## config.mk

```make
export PLATFORM = sky130hd
export DESIGN_NAME = operand_entry
export DESIGN_NICKNAME = d
export VERILOG_FILES = /design/src/rtl/operand_entry_pkg.sv /design/src/rtl/operand_entry_btn_debounce.sv /design/src/rtl/operand_entry.sv
export SDC_FILE = /design/constraint.sdc
export NUM_CORES = 1
export LEC_CHECK = 0
export ABC_AREA = 0
export CAP_MARGIN = 10
export CORE_UTILIZATION = 53
export DETAILED_ROUTE_END_ITERATION = 12
export PLACE_DENSITY = 0.78
export SLEW_MARGIN = 20
export SYNTH_ARGS = -nofsm -noshare
export SYNTH_HDL_FRONTEND = slang
export SYNTH_SLANG_ARGS = --single-unit
```

## constraint.sdc

```tcl
create_clock -name clk -period 2.2 [get_ports clk]
set_input_delay 0.33 -clock clk [delete_from_list [all_inputs] [get_ports clk]]
set_output_delay 0.33 -clock clk [all_outputs]
set_load 0.05 [all_outputs]
```

## src/rtl/operand_entry_pkg.sv

```systemverilog
// operand_entry shared types: FSM stage encoding and default timing.
// Stage codes drive status LEDs directly, so values are fixed.
package operand_entry_pkg;

  typedef enum logic [1:0] {
    S_INS  = 2'd0,
    S_OP   = 2'd1,
    S_SHOW = 2'd2
  } state_t;

  localparam int DEF_DEBOUNCE_CYCLES  = 1_000_000;
  localparam int DEF_LONGPRESS_CYCLES = 100_000_000;

endpackage

```

## src/rtl/operand_entry_btn_debounce.sv

```systemverilog
// Push-button conditioner: 2-flop synchronizer, level debounce,
// and a one-cycle pulse on each accepted rising edge.
module btn_debounce #(
  parameter int DEBOUNCE_CYCLES =
    operand_entry_pkg::DEF_DEBOUNCE_CYCLES
) (
  input  logic clk,
  input  logic reset,
  input  logic i_btn,
  output logic o_level,
  output logic o_press
);

  localparam int CW = $clog2(DEBOUNCE_CYCLES + 1);
  localparam logic [CW-1:0] CNT_LAST =
    CW'(DEBOUNCE_CYCLES - 1);

  logic          r_s1;
  logic          r_s2;
  logic          r_level;
  logic          r_level_d;
  logic [CW-1:0] r_cnt;

  always_ff @(posedge clk) begin
    if (!reset) begin
      r_s1 <= 1'b0;
      r_s2 <= 1'b0;
    end else begin
      r_s1 <= i_btn;
      r_s2 <= r_s1;
    end
  end

  // Level flips only after a full run of disagreeing samples.
  always_ff @(posedge clk) begin
    if (!reset) begin
      r_cnt   <= '0;
      r_level <= 1'b0;
    end else if (r_s2 == r_level) begin
      r_cnt   <= '0;
    end else if (r_cnt == CNT_LAST) begin
      r_cnt   <= '0;
      r_level <= ~r_level;
    end else begin
      r_cnt   <= r_cnt + CW'(1);
    end
  end

  always_ff @(posedge clk) begin
    if (!reset) begin
      r_level_d <= 1'b0;
    end else begin
      r_level_d <= r_level;
    end
  end

  assign o_level = r_level;
  assign o_press = r_level & ~r_level_d;

endmodule

```

## src/rtl/operand_entry.sv

```systemverilog
// Operand/op capture stage ahead of the ALU, one button steps entry.
// Optional long-press clear: OPERAND_ENTRY_LONGPRESS_EN.
module operand_entry
  import operand_entry_pkg::*;
#(
  parameter int DEBOUNCE_CYCLES  = DEF_DEBOUNCE_CYCLES,
  parameter int LONGPRESS_CYCLES = DEF_LONGPRESS_CYCLES
) (
  input  logic       clk,
  input  logic       reset,
  input  logic [7:0] sw,
  input  logic [2:0] op_sw,
  input  logic       btn,
  output logic [7:0] ins,
  output logic [2:0] op,
  output logic       out_valid,
  output logic [1:0] stage
);

  if (DEBOUNCE_CYCLES < 2 || LONGPRESS_CYCLES < 2)
  begin : g_bad_cfg
    $error("operand_entry: cycle counts must be >= 2");
  end

  logic [7:0] r_sw_s1;
  logic [7:0] r_sw_s2;
  logic [2:0] r_op_s1;
  logic [2:0] r_op_s2;
  state_t     r_state;
  state_t     w_next;
  logic [7:0] r_ins;
  logic [2:0] r_op;
  logic       r_valid;
  logic       w_level;
  logic       w_press_raw;
  logic       w_press;
  logic       w_long;

  btn_debounce #(
    .DEBOUNCE_CYCLES(DEBOUNCE_CYCLES)
  ) u_btn (
    .clk    (clk),
    .reset  (reset),
    .i_btn  (btn),
    .o_level(w_level),
    .o_press(w_press_raw)
  );

  assign w_press = w_press_raw & w_level;

  always_ff @(posedge clk) begin
    if (!reset) begin
      r_sw_s1 <= '0;
      r_sw_s2 <= '0;
      r_op_s1 <= '0;
      r_op_s2 <= '0;
    end else begin
      r_sw_s1 <= sw;
      r_sw_s2 <= r_sw_s1;
      r_op_s1 <= op_sw;
      r_op_s2 <= r_op_s1;
    end
  end

`ifdef OPERAND_ENTRY_LONGPRESS_EN
  localparam int HW = $clog2(LONGPRESS_CYCLES + 1);
  localparam logic [HW-1:0] HOLD_FIRE =
    HW'(LONGPRESS_CYCLES - 1);
  localparam logic [HW-1:0] HOLD_SAT =
    HW'(LONGPRESS_CYCLES);

  logic [HW-1:0] r_hold;

  // Saturates one past the fire point so a hold clears once.
  always_ff @(posedge clk) begin
    if (!reset || !w_level) begin
      r_hold <= '0;
    end else if (r_hold != HOLD_SAT) begin
      r_hold <= r_hold + HW'(1);
    end
  end

  assign w_long = w_level && (r_hold == HOLD_FIRE);
`else
  assign w_long = 1'b0;
`endif

  always_ff @(posedge clk) begin
    if (!reset) begin
      r_state <= S_INS;
    end else begin
      r_state <= w_next;
    end
  end

  always_comb begin
    w_next = r_state;
    case (r_state)
      S_OP:    w_next = w_press ? S_SHOW : S_OP;
      S_SHOW:  w_next = w_press ? S_OP : S_SHOW;
      default: w_next = w_press ? S_OP : S_INS;
    endcase
    if (w_long) begin
      w_next = S_INS;
    end
  end

  always_ff @(posedge clk) begin
    if (!reset || w_long) begin
      r_ins   <= '0;
      r_op    <= '0;
      r_valid <= 1'b0;
    end else if (w_press) begin
      if (r_state == S_OP) begin
        r_op    <= r_op_s2;
        r_valid <= 1'b1;
      end else begin
        r_ins   <= r_sw_s2;
        r_valid <= 1'b0;
      end
    end
  end

  always_comb begin
    stage     = r_state;
    ins       = r_ins;
    op        = r_op;
    out_valid = r_valid;
  end

endmodule

```

==> flow_metrics.py <==
metrics = {
    "run_status": {
        "status": "complete, no violations",
    },
    "place": {
        "pre_cts_ws_ns": 0.3935,
        "place_area_sq_mm": 0.002487,
        "dp_hpwl_um": 2361,
        "io_buffers": 27,
        "place.gp.congestion": 0.7521,
    },
    "pwr": {
        "power.switching_uw": 409.4,
        "p_per_area_mw_per_mm2": 746.7,
        "combinationalPowerShare_pct": 2.7,
        "leakage_nw": 0.9303,
        "power.share.sequential_pct": 56.1,
        "internal_power_mw": 1.574,
        "netSwitchingFraction_pct": 20.64,
        "peakVddDrop_mv": 0.4497,
        "clkPwrFrac_pct": 41.2,
    },
    "route": {
        "via_count": 1541,
        "drc": 0,
        "viasPerCell": 5.020,
        "wl_per_cell_um": 11.15,
        "wl_um": 3423,
        "drt_first_pass_iters": 4,
        "ant_nets": 0,
        "first_iter_violations": 90,
    },
    "timing": {
        "drv_slew": 0,
        "relSlewSlack_pct": 65.26,
        "rsz0062_at_grt": "no",
        "setup_tns_ns": 0,
        "setup_viol": 0,
        "clock_skew_ns": 0.005670,
        "min_period_over_period_pct": 82.88,
        "worst_pin_slew_ns": 0.5192,
        "setup_ws_ns": 0.3765,
        "clock.fmax_mhz": 548.4,
        "hold_viol": 0,
        "post-route-min-period_ns": 1.823,
    },
    "critical_path": {
        "worst-path-stages": 4,
        "crit_fanout": 8,
        "worst_r2r_path_depth": 4,
        "crit_family": "simple AND/OR/NAND/NOR gates",
        "end_kind": "register",
        "cpPeakStageDelay_ns": 0.51,
        "crit_type": "register to register",
        "required_ns": 2.46,
        "worst-path-buf-inv": 0,
        "crit_arrival_ns": 2.08,
        "slowest_stage": "or3_1",
        "path_cells": "nand4_2, or3_1, or4_1, a21oi_1",
        "worstSetupStartpointType": "register",
    },
    "grt": {
        "grtUsageTotal_pct": 19.14,
        "grt_overflow": 0,
        "grt_pass1_vias": 1423,
        "antenna_found_initial": 0,
        "grt_pass1_wl_um": 6099,
        "grt_max_degree": 24,
    },
    "logic_synthesis": {
        "avgSynthCellArea_sq_um": 9.719,
        "async_flop_share_pct": 0,
        "synth_ff_type": "dfxtp_1",
        "synth_top_area_share_pct": 55.17,
        "yosys_warnings": 0,
        "netlist_area_sq_mm": 0.002177,
        "syn-num-nets": 241,
        "yosysTopAreaCell": "dfxtp_1",
        "synthTopCellsByArea": "dfxtp_1 55%, and2_1 7.5%, xnor2_1 3.6%",
        "synth_commonest_cells": "60 x dfxtp_1, 26 x and2_1, 17 x nand2_1, 17 x nor2_1, 11 x o21ai_0",
        "synth_cell_types": 32,
        "synth-edff-count": 0,
        "yosysMostFrequentCell": "dfxtp_1",
        "yosysSeqAreaShare_pct": 55.17,
        "syn_inst": 224,
        "yosys_register_bits": 60,
    },
    "min_path": {
        "hold_depth": 1,
        "hold_class": "register to register",
    },
    "floorplanning": {
        "core_sq_mm": 0.003799,
        "die-area_sq_mm": 0.004368,
        "placementRows": 22,
        "ios": 28,
        "start_util_pct": 57.31,
        "die_h_um": 66.09,
        "die_w_um": 66.09,
    },
    "cts": {
        "cts_setup_buffers": 0,
        "insertion_delay_ns": 0.32,
        "clock_tree.htree_level_count": 3,
        "cts_tree": "done",
        "cts_root_buf": "clkbuf_8",
        "ctsHoldBuffers": 0,
        "ctsResizeCount": 0,
        "clkTransAtPathRegs_ns": 0.06,
        "clockBufferDepth": 2,
        "cts_inserted_buffers": 9,
        "cts_sinks": 60,
    },
    "finish": {
        "design_area_sq_mm": 0.002656,
        "drive_gt1_share_pct": 7.722,
        "post-route-util_pct": 69.93,
        "nets": 271,
        "insertedDiodeCount": 0,
        "syn_to_final_growth_pct": 22.01,
    },
    "run": {
        "cap_violations": 0,
    },
}
==> registers in the layout, summed over array words and instances, names as in the netlist <==
signal / flops
r_op_s1: 3
ins: 8
u_btn.o_level: 1
r_sw_s1: 8
u_btn.r_s1: 1
op: 3
u_btn.r_s2: 1
r_op_s2: 3
u_btn.r_level_d: 1
out_valid: 1
stage: 2
u_btn.r_cnt: 20
r_sw_s2: 8
==> layout by cell type, fill, tap and decap left out, drive strengths merged, types with 2 or more instances in the layout <==
| cell | count |
|---|---|
| nand4 | 6 |
| buf | 3 |
| or4 | 3 |
| ha | 3 |
| clkbuf | 11 |
| o21ai | 11 |
| nor2b | 3 |
| o31ai | 4 |
| and2 | 26 |
| mux2i | 3 |
| nand3 | 6 |
| nor3 | 4 |
| inv | 7 |
| nor4 | 4 |
| dfxtp | 60 |
| xor2 | 6 |
| or3 | 2 |
| a21boi | 10 |
| nor2 | 17 |
| xnor2 | 9 |
| nand2 | 17 |
| clkdlybuf4s50 | 27 |
| clkinv | 4 |
| a21oi | 4 |
==> worst reg2reg max path, cell delays in order (launching register included) <==
cell and delay (ns):
dfxtp_1 0.43, nand4_2 0.19, or3_1 0.51, or4_1 0.50
a21oi_1 0.14
==> metal layers <==
| layer | routed length (um) | global-route usage [%] | vias up |
|---|---|---|---|
| met5 | 0 | 0 | - |
| li1 | - | - | 815 |
| met2 | 1505 | 28.70 | 28 |
| met1 | 1730 | 23.54 | 690 |
| met4 | 66 | 13.56 | 0 |
| met3 | 120 | 5.172 | 8 |
==> final cells by class <==
class	instances	area, sq um
Timing Repair Buffer	30	292.8
Inverter	7	26.28
Clock buffer	11	141.4
Sequential cell	60	1201
Clock inverter	5	27.53
Fill cell	301	1142
Multi-Input combinational cell	146	907.1
Tap cell	48	60.06
==> power by group through the flow <==
stage	Sequential [mW]	Combinational, mW	Clock, mW
after floorplan	1.13	0.0251	0
after global placement	1.14	0.0538	0
after detailed placement	1.14	0.0542	0
after CTS	1.11	0.0549	0.851
after global routing	1.11	0.0606	0.910
final	1.11	0.0538	0.817
==> cells by family after synthesis <==
family,synth area share [%]
xor+xnor,6.035
mux,1.379
flops,55.17
fa+ha+maj,1.724
compound gates,9.080
buf+inv,3.161
simple gates,23.45
==> worst paths after layout <==
check                       startpoint                    endpoint  slack [ns]
min reg2reg      u_btn.r_s1$_SDFF_PN0_       u_btn.r_s2$_SDFF_PN0_        0.43
max          u_btn.r_cnt[9]$_SDFF_PP0_  u_btn.r_cnt[17]$_SDFF_PP0_        0.38
max reg2reg  u_btn.r_cnt[9]$_SDFF_PP0_  u_btn.r_cnt[17]$_SDFF_PP0_        0.38
min              u_btn.r_s1$_SDFF_PN0_       u_btn.r_s2$_SDFF_PN0_        0.43
==> stage by stage <==
step | cells | power [mW] | hold slack (ns)
2_1_floorplan | 224 | 1.160 | 0.4119
3_3_place_gp | 291 | 1.190 | 0.4145
4_1_cts | 307 | 2.018 | 0.4360
5_1_grt | 307 | 2.083 | 0.4456
6_report | 307 | 1.984 | 0.4342
3_5_place_dp | 291 | 1.191 | 0.4192
No activity file was read; power rests on OpenSTA's default activity.
